### config.mk
export PLATFORM = sky130hd
export DESIGN_NAME = decodificador_7seg_bcd
export DESIGN_NICKNAME = d
export VERILOG_FILES = /design/src/rtl/decodificador_7seg_bcd.sv
export SDC_FILE = /design/constraint.sdc
export NUM_CORES = 1
export LEC_CHECK = 0
export CAP_MARGIN = 20
export CORE_UTILIZATION = 35
export DETAILED_ROUTE_END_ITERATION = 16
export GPL_TIMING_DRIVEN = 0
export SLEW_MARGIN = 20
export SYNTH_ARGS = -nofsm -noshare
export SYNTH_HDL_FRONTEND = slang
export SYNTH_SLANG_ARGS = --single-unit
export TNS_END_PERCENT = 30
### constraint.sdc
create_clock -name clk -period 2.2 [get_ports clk]
set_input_delay 0.66 -clock clk [delete_from_list [all_inputs] [get_ports clk]]
set_output_delay 0.66 -clock clk [all_outputs]
set_load 0.05 [all_outputs]
### src/rtl/decodificador_7seg_bcd.sv
// 7-segment bus reader: debounces each multiplexed digit and
// decodes its active-low segment pattern back to BCD.
module decodificador_7seg_bcd #(
    parameter int NDIG   = 4,
    parameter int STABLE = 3
) (
    input  logic              clk,
    input  logic              rst,
    input  logic [7:0]        seg,
    input  logic [NDIG-1:0]   an,
    output logic [4*NDIG-1:0] bcd,
    output logic [NDIG-1:0]   dp_out,
    output logic [NDIG-1:0]   dig_valid,
    output logic [NDIG-1:0]   dig_err,
    output logic              an_err,
    output logic              frame_done
);

    localparam int CW = $clog2(STABLE + 1);
    localparam int IW = $clog2(NDIG);
    localparam logic [CW-1:0] STABLE_C = CW'(STABLE);

    typedef enum logic [1:0] {
        IDLE,
        TRACK,
        HELD
    } state_t;

    state_t          state, state_n;
    logic [CW-1:0]   cnt, cnt_n;
    logic [7:0]      s_seg;
    logic [NDIG-1:0] s_an;
    logic [NDIG-1:0] seen, seen_n;
    logic [IW-1:0]   idx;
    logic [3:0]      code;
    logic            one_hot;
    logic            multi;
    logic            same;
    logic            commit;
    int              n_low;

    function automatic logic [3:0] decode(input logic [6:0] p);
        logic [3:0] r;
        case (p)
            7'b0000001: r = 4'h0;
            7'b1001111: r = 4'h1;
            7'b0010010: r = 4'h2;
            7'b0000110: r = 4'h3;
            7'b1001100: r = 4'h4;
            7'b0100100: r = 4'h5;
            7'b0100000: r = 4'h6;
            7'b0001111: r = 4'h7;
            7'b0000000: r = 4'h8;
            7'b0001100: r = 4'h9;
            7'b1111111: r = 4'hF;
            default:    r = 4'hE;
        endcase
        return r;
    endfunction

    // Classify the sample being captured this edge; the input register
    // holds the previous sample it is compared against, so the commit
    // lands on the same edge that captures the last stable sample.
    always_comb begin
        n_low   = $countones(~an);
        one_hot = (n_low == 1);
        multi   = (n_low > 1);
        same    = ({an, seg} == {s_an, s_seg});
        code    = decode(seg[7:1]);
        idx     = '0;
        for (int i = 0; i < NDIG; i++) begin
            if (!an[i]) idx = IW'(i);
        end
    end

    // Settle tracker: next state, saturating count and commit strobe.
    always_comb begin
        state_n = state;
        cnt_n   = cnt;
        commit  = 1'b0;
        case (state)
            IDLE: begin
                if (one_hot) begin
                    cnt_n   = CW'(1);
                    state_n = TRACK;
                end else begin
                    cnt_n = '0;
                end
            end
            TRACK: begin
                if (!one_hot) begin
                    cnt_n   = '0;
                    state_n = IDLE;
                end else if (same) begin
                    if (cnt < STABLE_C) cnt_n = cnt + CW'(1);
                    if (cnt_n == STABLE_C) begin
                        commit  = 1'b1;
                        state_n = HELD;
                    end
                end else begin
                    cnt_n = CW'(1);
                end
            end
            HELD: begin
                if (!one_hot) begin
                    cnt_n   = '0;
                    state_n = IDLE;
                end else if (!same) begin
                    cnt_n   = CW'(1);
                    state_n = TRACK;
                end
            end
            default: begin
                cnt_n   = '0;
                state_n = IDLE;
            end
        endcase
    end

    // Frame mask: clears the cycle after it fills, keeping any commit
    // that lands on that same edge.
    always_comb begin
        seen_n = (&seen) ? '0 : seen;
        if (commit) seen_n[idx] = 1'b1;
    end

    // Input samples, tracker state and frame bookkeeping.
    always_ff @(posedge clk or posedge rst) begin
        if (rst) begin
            s_seg      <= '1;
            s_an       <= '1;
            state      <= IDLE;
            cnt        <= '0;
            seen       <= '0;
            an_err     <= 1'b0;
            frame_done <= 1'b0;
        end else begin
            s_seg      <= seg;
            s_an       <= an;
            state      <= state_n;
            cnt        <= cnt_n;
            seen       <= seen_n;
            an_err     <= multi;
            frame_done <= &seen;
        end
    end

    // Committed per-digit results, cleared only by reset.
    always_ff @(posedge clk or posedge rst) begin
        if (rst) begin
            bcd       <= '0;
            dp_out    <= '0;
            dig_valid <= '0;
            dig_err   <= '0;
        end else if (commit) begin
            bcd[4*idx +: 4] <= code;
            dp_out[idx]     <= ~seg[0];
            dig_valid[idx]  <= 1'b1;
            dig_err[idx]    <= (code == 4'hE);
        end
    end

endmodule
==> results by group, run 1 <==
Routing
  – Drt wl/cell: approximately 15 µm
  – DRT antenna net count: 0
  – Routed met2 length: around 3.0 mm
  – Via count: ~2000
  – DRT Pass-1 Iters: 4
  – Vias per cell: about 5.0
  – DRC: 0
  – DR top layer: met4
  – M1 WL: 2.833 mm
  – Initial DRC Count: 55
  – Final WL: slightly above 6 mm
  – Metal3 WL: about 160 µm

Power
  – Reg power frac: about half
  – Internal: roughly 1500 µW
  – PD cells: about 530 mW/mm²
  – Leakage: 0.001708 µW
  – Switching share of power: between 20% and 30%
  – Comb power frac: 17.5%
  – Max IR drop VDD: between 0.2 and 0.3 mV
  – Clock power share: roughly a third
  – P_sw: roughly 500 µW

Critical path
  – Slowest cell delay on critical path: about 0.48 ns
  – Critical Path Stages: 16
  – Worst R2R Path Depth: 6
  – Critical Path AT: between 2 and 3 ns
  – Critical path fanouts, max: 2
  – Buf/Inv on CP: 10
  – Setup Crit Path Kind: in -> reg
  – CP endpoint kind: flip-flop
  – Startpoint type of the worst setup path: primary input
  – Worst setup path startpoint: an[0]
  – Most frequent cell on the critical path: buf_4
  – Worst flop-to-flop path startpoint: s_an[3]
  – CP max stage cell: fa_1
  – End point of the critical path: state[0]
  – R2R Setup Slk: roughly 0.12 ns
  – CP top delay family: buffers and inverters
  – CP required: between 2 and 2.5 ns
  – Critical R2R Capture: dig_err[1]
  – Cell Chain, Critical Path: buf_8 -> fa_1 -> inv_2 -> ha_4 -> inv_2 -> ha_4 -> nor2_4 -> buf_4 -> buf_4 -> buf_4 -> buf_4 -> buf_4 -> buf_4 -> buf_6 -> nand2_2 -> a221oi_2

Finish
  – Multi-input logic area: roughly 0.0014 mm²
  – Sequential standard cell area: approximately 0.0013 mm²
  – Final core occ: 52.85%
  – N_diodes: 0
  – Finished Layout Cells: approximately 400
  – Share of layout cells above drive strength 1: between 30% and 40%
  – Fillers: around 650
  – Net count, final: 324
  – Area delta synth->final: 42.60%

Logic synthesis
  – EDFF count, synth: 0
  – Most used DFF post-synth: dfrtp_1
  – Adder-Cell Fraction of Synth Area: 6.093%
  – FF+latch count, synth: 50
  – Post-synthesis xor/xnor area fraction: around 5.3%
  – Post-Syn Instances: ~230
  – Syn_area_per_cell: about 11 µm²
  – YS warnings: 0
  – Mapped Area: 0.002587 mm²
  – Mux share of post-synthesis cell area: 3.578%
  – Synth Area in Simple Gates: 16.97%
  – Post-synthesis compound-gate area fraction: a little over an eighth
  – Seq/Total Area, Yosys: approximately half
  – Largest family of logic cells by synthesized area: simple AND/OR/NAND/NOR gates
  – Post-synthesis net count: approximately 250
  – Ys async rst share: 100.0%
  – Yosys cell types: 47

Floorplanning
  – Site Rows: 30
  – Die Span Y: approximately 88 µm
  – Die Span X: between 80 and 90 µm
  – Core area: approximately 0.007 mm²
  – Die ar.: ~0.0077 mm²
  – Num ports: 44
  – Initial core utilization: a little under two fifths

Timing
  – Fin. Hold Viols: 0
  – RSZ-0062 raised after global routing: true
  – Final Cycle Share: 115.2%
  – Least-Margin Pin Slew: just over 0.5 ns
  – Final setup vio count: 33
  – Final worst setup slack: -0.3339 ns
  – Clk_skew: 0.01169 ns
  – Slew HR: around 66%
  – Final min period: approximately 2.5 ns
  – Slew Limit Fails: 0
  – Maximum clock frequency: 394.6 MHz

Placed design
  – PortBufs: 43
  – DP HPWL: 3.942 mm
  – Pre-CTS setup slack: -1.188 ns
  – Placed insts: between 300 and 400
  – Gpl congestion: ~0.83

Clock network
  – Root Driver: clkbuf_8
  – Sink Count: 50
  – Clk slew on worst S/H paths: 0.10 ns
  – Num CTS Buffers: 5
  – CTS Buffer Depth: 2
  – TritonCTS clock tree: done
  – Cts hold-fix bufs: 0
  – H-tree depth reported by CTS: 2
  – Worst-Skew Late Latency: 0.31 ns

Global route
  – First-pass GRT wire length: approximately 9.6 mm
  – Vias in the first global route: approximately 2000
  – Largest net degree at the start of global routing: 31
  – Initial antenna violation count: 0
  – Total GRT Usage: 16.42%
  – Grt total ovfl: 0

Run
  – Max_cap viols: 0

Outcome
  – Failing checks: negative setup slack
  – Status: finished with violations

Worst hold path
  – Hold Crit Class: in -> reg
-- cells in the mapped netlist (2+ instances only) --
| cell | n | area share [%] |
|---|---|---|
| dfrtp_1 | 38 | 37 |
| inv_1 | 16 | 2.3 |
| o2bb2ai_1 | 16 | 5.4 |
| nand4_1 | 14 | 3.4 |
| dfstp_2 | 12 | 12 |
| xnor2_1 | 12 | 4.1 |
| ha_1 | 11 | 5.3 |
| nand3_1 | 10 | 1.9 |
| nand2_1 | 8 | 1.2 |
| nor2_1 | 8 | 1.2 |
| a21o_1 | 6 | 1.7 |
| a21oi_1 | 5 | 0.97 |
| buf_2 | 5 | 0.97 |
| or2_2 | 5 | 1.2 |
| buf_6 | 4 | 1.7 |
| mux2i_1 | 4 | 1.5 |
| o21ai_0 | 4 | 0.77 |
| or3_1 | 4 | 0.97 |
| and3_1 | 3 | 0.73 |
| buf_4 | 3 | 0.87 |
| nor3_1 | 3 | 0.58 |
| o21a_1 | 3 | 0.87 |
| a31oi_1 | 2 | 0.48 |
| and4_1 | 2 | 0.68 |
| and4_4 | 2 | 0.87 |
| mux2_2 | 2 | 0.87 |
| mux2_4 | 2 | 1.2 |
| nor3_2 | 2 | 0.77 |
| nor3b_1 | 2 | 0.58 |
| nor4b_1 | 2 | 0.68 |
| xnor2_2 | 2 | 1.3 |
-- power by group through the flow --
stage	combinational [µW]	sequential, µW	clock, µW
final	343	959	657
after global routing	376	960	703
after CTS	301	958	670
after detailed placement	236	975	0
after global placement	230	974	0
after floorplan	150	981	0
-- cells in the final DEF (no fill, tap or decap), types with 9 or more instances in the layout --
master	n
o2bb2ai_2	9
buf_4	17
xnor2_1	12
buf_6	10
inv_1	13
nand4_1	14
clkdlybuf4s50_1	27
dfrtp_1	38
dfstp_2	12
-- worst min-delay path by stage --
stage	startpoint	to	slack, ns	cells after the start
after floorplan	state[0]	state[0]	0.43	1
after global placement	state[0]	state[0]	0.45	1
after detailed placement	state[0]	state[0]	0.45	1
after CTS	an[1]	s_an[1]	0.46	1
after global routing	an[1]	s_an[1]	0.45	1
final	an[1]	s_an[1]	0.46	1
-- sequential cells by signal (all words and copies together), names as in the netlist --
signal,cells
cnt,2
dp_out,4
s_an,4
s_seg,8
seen,4
frame_done,1
dig_err,4
state,2
bcd,16
dig_valid,4
an_err,1
-- worst reg2reg max path, cell delays in order, from the launching register on --
cell and delay [ns]:
dfstp_2 0.53, xnor2_1 0.14, nand4_1 0.20, nor3_4 0.30
buf_6 0.22, and4_4 0.28, mux2_4 0.31
-- kinds of logic (layout without fill, tap and decap cells) --
group	count (synthesis)	in the layout
muxes	8	8
and+or+nand+nor	72	72
AOI/OAI and AO/OA	43	43
DFF	50	50
buffers and inverters	29	100
xor gates and xnor gates	14	14
adders and majority gates	12	12
-- through the flow --
| stage | cell area, µm² | hold WS (ns) | setup TNS, ns | total power (µW) |
|---|---|---|---|---|
| after detailed placement | 3209 | 0.4544 | -35.09 | 1210 |
| after global placement | 3189 | 0.4513 | -61.62 | 1204 |
| final | 3690 | 0.4575 | -7.280 | 1959 |
| after CTS | 3583 | 0.4569 | -5.700 | 1930 |
| after floorplan | 2639 | 0.4316 | -8.512 | 1131 |
| after global routing | 3690 | 0.4506 | -10.08 | 2040 |
-- metal layers --
metal  vias up  track usage (%)
li1        962                -
met1       967            22.66
met2        28            26.57
met3         7            2.639
met5         -                0
met4         0            4.918
-- cell type report --
cell class,count,share of cell area [%]
multi-input cells,149,37.20
clock inverters,3,1.187
repair buffers,63,17.50
inverters,16,1.628
plain buffers,13,3.052
flip-flops and latches,50,34.32
well taps,96,3.255
clock buffers,5,1.865
-- timing repair --
item	CTS	global route
pin swaps	15	11
buffers inserted	13	7
endpoints found under the setup margin	36	40
gates resized for setup	51	23
cloned	1	0
(Power assumes the default switching activity.)
==> inputs of run 2 (changes only) <==
Settings changed: CAP_MARGIN 20 to 10, TNS_END_PERCENT 30 to 20.
==> run 2 against run 1 <==
  * The run still ends with negative setup slack left
  * Critical endpoint is now dig_err[0]
  * First-iteration DRC count increased by 16%
  * Sequential power barely moved
  * Clock-buffer cell count stayed put
  * Die area unchanged
  * Wire length shrank 4.8%
  * Clock power fell by 0.9%
  * Total power decreased by 1.0%
==> results by group, run 2 (synthesis results as in run 1) <==
Outcome
  – Status: finished with violations
  – Failing checks: negative setup slack

Finish
  – Largest register FFs: 16 (unchanged)
  – Finished Layout Cells: 390 (-1.3%)
  – Area delta synth->final: 40.76%
  – Leading cell type in the layout, fill and taps excluded: dfrtp_1
  – N_diodes: 0 (unchanged)
  – Biggest regs: bcd: 16 flops, s_seg: 8 flops
  – Share of layout cells above drive strength 1: 32.31% (-2.1 points)
  – Largest Register: bcd
  – Net count, final: 319 (-1.5%)
  – Design area: 0.003642 mm² (-1.3%)
  – Commonest non-fill, non-tap cells in the layout: dfrtp_1 (38), clkdlybuf4s50_1 (26), nand4_1 (14)

Global route
  – Vias in the first global route: 1895 (-3.4%)
  – Largest net degree at the start of global routing: 31 (unchanged)
  – Total GRT Usage: 15.46% (-0.96 points)
  – Initial antenna violation count: 0 (unchanged)
  – First-pass GRT wire length: 9.177 mm (-4.4%)
  – Grt total ovfl: 0 (unchanged)

Critical path
  – Worst R2R Path Depth: 6 (unchanged)
  – R2R Setup Slk: 0.17 ns (+0.05 ns)
  – Setup Crit Path Kind: in -> reg
  – Worst setup path startpoint: an[1]
  – Worst flop-to-flop path startpoint: s_seg[5]
  – Critical path fanouts, max: 5 (+3)
  – CP endpoint kind: flip-flop
  – End point of the critical path: dig_err[0]
  – Startpoint type of the worst setup path: primary input
  – Critical R2R Capture: dig_err[1]
  – CP required: 2.39 ns (about the same)
  – Critical Path AT: 2.71 ns (about the same)

Routing
  – Initial DRC Count: 64 (+16%)
  – Via count: 1932 (-1.6%)
  – DRT antenna net count: 0 (unchanged)
  – DRT Pass-1 Iters: 4 (unchanged)
  – Drt wl/cell: 14.72 µm (-3.6%)
  – Vias per cell: 4.954 (-0.37%)
  – Final WL: 5.740 mm (-4.8%)
  – DRC: 0 (unchanged)

Timing
  – Final worst setup slack: -0.3148 ns (+0.01916 ns)
  – Fin. Hold Viols: 0 (unchanged)
  – Fin Setup TNS: -5.935 ns (+1.345 ns)
  – Least-Margin Pin Slew: 0.6090 ns (+0.1050 ns)
  – Clk_skew: 0.01319 ns (+0.001499 ns)
  – Maximum clock frequency: 397.7 MHz (+0.76%)
  – Final min period: 2.515 ns (-0.01917 ns)
  – Final setup vio count: 29 (-12%)
  – WHS: 0.4612 ns (+0.003632 ns)
  – Slew Limit Fails: 0 (unchanged)
  – Final Cycle Share: 114.3% (-0.87 points)
  – Slew HR: 58.97% (-7.4 points)
  – RSZ-0062 raised after global routing: true

Floorplanning
  – Site Rows: 30 (unchanged)
  – Initial core utilization: 37.06% (unchanged)
  – Die Span Y: 87.98 µm (unchanged)
  – Die Span X: 87.98 µm (unchanged)
  – Core area: 0.006982 mm² (unchanged)
  – Die ar.: 0.007740 mm² (unchanged)
  – Num ports: 44 (unchanged)

Placed design
  – Placement-stage cell area: 0.003209 mm² (unchanged)
  – Placed insts: 368 (unchanged)
  – DP HPWL: 3.890 mm (-1.3%)
  – Pre-CTS setup slack: -1.132 ns (+0.05541 ns)
  – PortBufs: 43 (unchanged)
  – Gpl congestion: 0.8297 (-0.12%)

Clock network
  – TritonCTS clock tree: done
  – CTS Buffer Depth: 2 (unchanged)
  – Root Driver: clkbuf_8
  – Worst-Skew Late Latency: 0.31 ns (about the same)
  – Clk slew on worst S/H paths: 0.09 ns (about the same)
  – H-tree depth reported by CTS: 2 (unchanged)
  – Sink Count: 50 (unchanged)
  – Num CTS Buffers: 5 (unchanged)

Power
  – PD cells: 532.3 mW/mm² (+0.26%)
  – Leakage: 0.001696 µW (-0.74%)
  – Max IR drop VDD: 0.2459 mV (-5.7%)

Run
  – Max_cap viols: 0 (unchanged)

Worst hold path
  – Hold Crit Class: in -> reg
-- run 2: metal layers --
layer  global-route usage [%]  share of wire, %
met5                        0                 0
met2                    23.82                46
met3                    2.733               3.6
met1                    21.89                49
met4                    5.365               1.4
-- run 2: through the flow --
step                      utilization, %  total power (µW)
after global placement             45.68              1203
after floorplan                        -              1131
after detailed placement           45.97              1210
after global routing               52.17              2021
after CTS                          50.32              1921
final                              52.17              1939
-- run 2: power breakdown --
part | internal, µW | total [µW] | switching, µW | leakage (µW)
Clock | 341 | 651 | 310 | 0.0000585
Sequential | 947 | 958 | 10.8 | 0.000632
Combinational | 164 | 329 | 165 | 0.00101
Total | 1450 | 1940 | 487 | 0.00170
-- run 2: area by class of cell --
cell class	count	area [µm²]
clock inverter	3	43.79
multi-input combinational	149	1358
timing repair buffer	58	610.6
inverter	16	62.56
tap	96	120.1
buffer	13	112.6
clock buffer	5	68.82
fill	658	3339
sequential	50	1266
-- run 2: timing repair --
action	4_1_cts	5_1_grt
cloned	1	0
hold buffers	0	0
pin swaps	15	12
gates resized for setup	45	25
setup buffers	10	3
setup endpoints to repair	36	38
-- run 2: how the worst min path moves through the flow --
stage                     startpoint       end  slack, ns  cells past startpoint
after global placement      state[0]  state[0]       0.45                      1
after global routing           an[0]   s_an[0]       0.45                      1
final                          an[0]   s_an[0]       0.46                      1
after detailed placement    state[0]  state[0]       0.45                      1
after floorplan             state[0]  state[0]       0.43                      1
after CTS                      an[0]   s_an[0]       0.45                      1
-- run 2: worst max-delay path: stages --
cell and delay (ns):
buf_8 0.10, fa_1 0.55, inv_2 0.05, ha_4 0.16, buf_6 0.12, ha_4 0.15
nor2_4 0.08, and2_4 0.17, buf_4 0.11, and4_4 0.25, mux2_4 0.30
==> inputs of run 3 (changes only) <==
Settings changed: CAP_MARGIN 10 to 30, PLACE_DENSITY set to 0.57.
==> run 3 against run 2 <==
  * The run still ends with negative setup slack left
  * Final cell count is 0.51% higher
  * Critical path depth unchanged
  * Combinational power shrank 4%
  * Register-to-register slack gained 0.07 ns
  * Total power up 0.91%
  * Maximum frequency is 0.80% higher
  * Global-route usage rose by 0.81 points
==> results by group, run 3 (synthesis results as in run 1) <==
Routing
  – Initial DRC Count: 73 (+14%)
  – Via count: 1959 (+1.4%)
  – Final WL: 5.855 mm (+2.0%)
  – DRT antenna net count: 0 (unchanged)
  – Vias per cell: 4.997 (+0.88%)
  – DRC: 0 (unchanged)
  – Drt wl/cell: 14.94 µm (+1.5%)
  – DRT Pass-1 Iters: 4 (unchanged)

Power
  – Leakage: 0.001707 µW (+0.67%)
  – Max IR drop VDD: 0.2932 mV (+19%)
  – Total power: 1956 µW (+0.91%)
  – PD cells: 538.6 mW/mm² (+1.2%)

Critical path
  – Critical path fanouts, max: 6 (+1)
  – CP max stage cell: fa_1
  – CP top delay family: adder cells
  – Worst setup path startpoint: an[1]
  – Worst flop-to-flop path startpoint: s_seg[6]
  – Most frequent cell on the critical path: ha_4
  – Startpoint type of the worst setup path: primary input
  – Slowest cell delay on critical path: 0.54 ns (about the same)
  – Buf/Inv on CP: 4 (unchanged)
  – CP endpoint kind: flip-flop
  – Setup Crit Path Kind: in -> reg
  – Critical Path AT: 2.70 ns (about the same)
  – Cell Chain, Critical Path: buf_8 -> fa_1 -> inv_2 -> ha_4 -> buf_6 -> ha_4 -> nor2_4 -> and2_4 -> buf_4 -> and4_4 -> mux2_4
  – CP required: 2.40 ns (about the same)

Clock network
  – TritonCTS clock tree: done
  – Num CTS Buffers: 5 (unchanged)
  – Clk slew on worst S/H paths: 0.10 ns (about the same)
  – Sink Count: 50 (unchanged)
  – Worst-Skew Late Latency: 0.31 ns (about the same)
  – Cts hold-fix bufs: 0 (unchanged)
  – Root Driver: clkbuf_8
  – H-tree depth reported by CTS: 2 (unchanged)
  – CTS Buffer Depth: 2 (unchanged)

Floorplanning
  – Die ar.: 0.007740 mm² (unchanged)
  – Num ports: 44 (unchanged)
  – Core area: 0.006982 mm² (unchanged)
  – Die Span X: 87.98 µm (unchanged)
  – Initial core utilization: 37.06% (unchanged)
  – Site Rows: 30 (unchanged)
  – Die Span Y: 87.98 µm (unchanged)

Timing
  – Slew HR: 59.87% (+0.91 points)
  – Final Cycle Share: 113.4% (-0.91 points)
  – Final setup vio count: 27 (-6.9%)
  – RSZ-0062 raised after global routing: true
  – Final min period: 2.495 ns (-0.02004 ns)
  – Fin. Hold Viols: 0 (unchanged)
  – Clk_skew: 0.008368 ns (-0.004825 ns)
  – Maximum clock frequency: 400.8 MHz (+0.80%)
  – Least-Margin Pin Slew: 0.5956 ns (-0.01346 ns)
  – Final worst setup slack: -0.2947 ns (+0.02004 ns)
  – Slew Limit Fails: 0 (unchanged)

Worst hold path
  – Hold path start: an[0]
  – Hold Crit Class: in -> reg

Finish
  – Net count, final: 321 (+0.63%)
  – N_diodes: 0 (unchanged)
  – Area delta synth->final: 40.38%
  – Largest register FFs: 16 (unchanged)
  – Commonest non-fill, non-tap cells in the layout: dfrtp_1 (38), clkdlybuf4s50_1 (27), buf_4 (17)
  – Leading cell type in the layout, fill and taps excluded: dfrtp_1
  – Share of layout cells above drive strength 1: 31.42% (-0.89 points)
  – Largest Register: bcd
  – Biggest regs: bcd: 16 flops, s_seg: 8 flops

Global route
  – Largest net degree at the start of global routing: 31 (unchanged)
  – Total GRT Usage: 16.28% (+0.81 points)
  – Grt total ovfl: 0 (unchanged)
  – Vias in the first global route: 1975 (+4.2%)
  – Initial antenna violation count: 0 (unchanged)
  – First-pass GRT wire length: 9.666 mm (+5.3%)

Placed design
  – Gpl congestion: 0.8146 (-1.8%)
  – DP HPWL: 3.914 mm (+0.62%)
  – PortBufs: 43 (unchanged)
  – Pre-CTS setup slack: -1.149 ns (-0.01680 ns)

Outcome
  – Status: finished with violations
  – Failing checks: negative setup slack

Run
  – Max_cap viols: 0 (unchanged)
==> run 3: per-layer routing <==
layer | track usage (%) | vias to the layer above | routed length, µm
met5 | 0 | - | 0
met3 | 2.922 | 6 | 166
li1 | - | 960 | -
met1 | 22.33 | 955 | 2856
met2 | 26.64 | 38 | 2777
met4 | 4.024 | 0 | 55
==> run 3: metrics by stage <==
step                util, %  instance area [µm²]  hold slack, ns  TNS, ns  cells
CTS                   50.38                 3517          0.4473   -5.344    388
global placement      45.68                 3189          0.4504   -62.19    367
detailed placement    45.97                 3209          0.4540   -34.72    368
finish                52.03                 3632          0.4817   -5.503    392
global route          52.03                 3632          0.4693   -7.963    392
floorplan                 -                 2639          0.4316   -8.528    228
==> run 3: path summary, 6_finish.rpt <==
path | to | slack (ns) | cells past startpoint
max in group asynchronous | s_seg[0] | 0.93 | 3
min | s_an[0] | 0.48 | 1
max | dig_err[2] | -0.29 | 11
min in group asynchronous | bcd[15] | 0.69 | 2
max reg2reg | dig_err[0] | 0.24 | 6
min reg2reg | seen[1] | 0.49 | 1
==> run 3: cell type report <==
type                    count  area, µm²
fillers                   643       3349
multi-input cells         149       1328
flip-flops and latches     50       1266
repair buffers             60      628.1
well taps                  96      120.1
plain buffers              13      112.6
clock buffers               5      68.82
inverters                  16      60.06
clock inverters             3      48.80
==> run 3: power breakdown <==
part	internal [µW]	switching, µW
combinational	153	161
sequential	947	11.3
clock	347	336
==> run 3: timing repair <==
action / 4_1_cts / 5_1_grt
gates resized for setup: 35 / 23
setup endpoints to repair: 36 / 39
pin swaps: 16 / 9
gates cloned: 1 / 0
setup buffers: 11 / 4
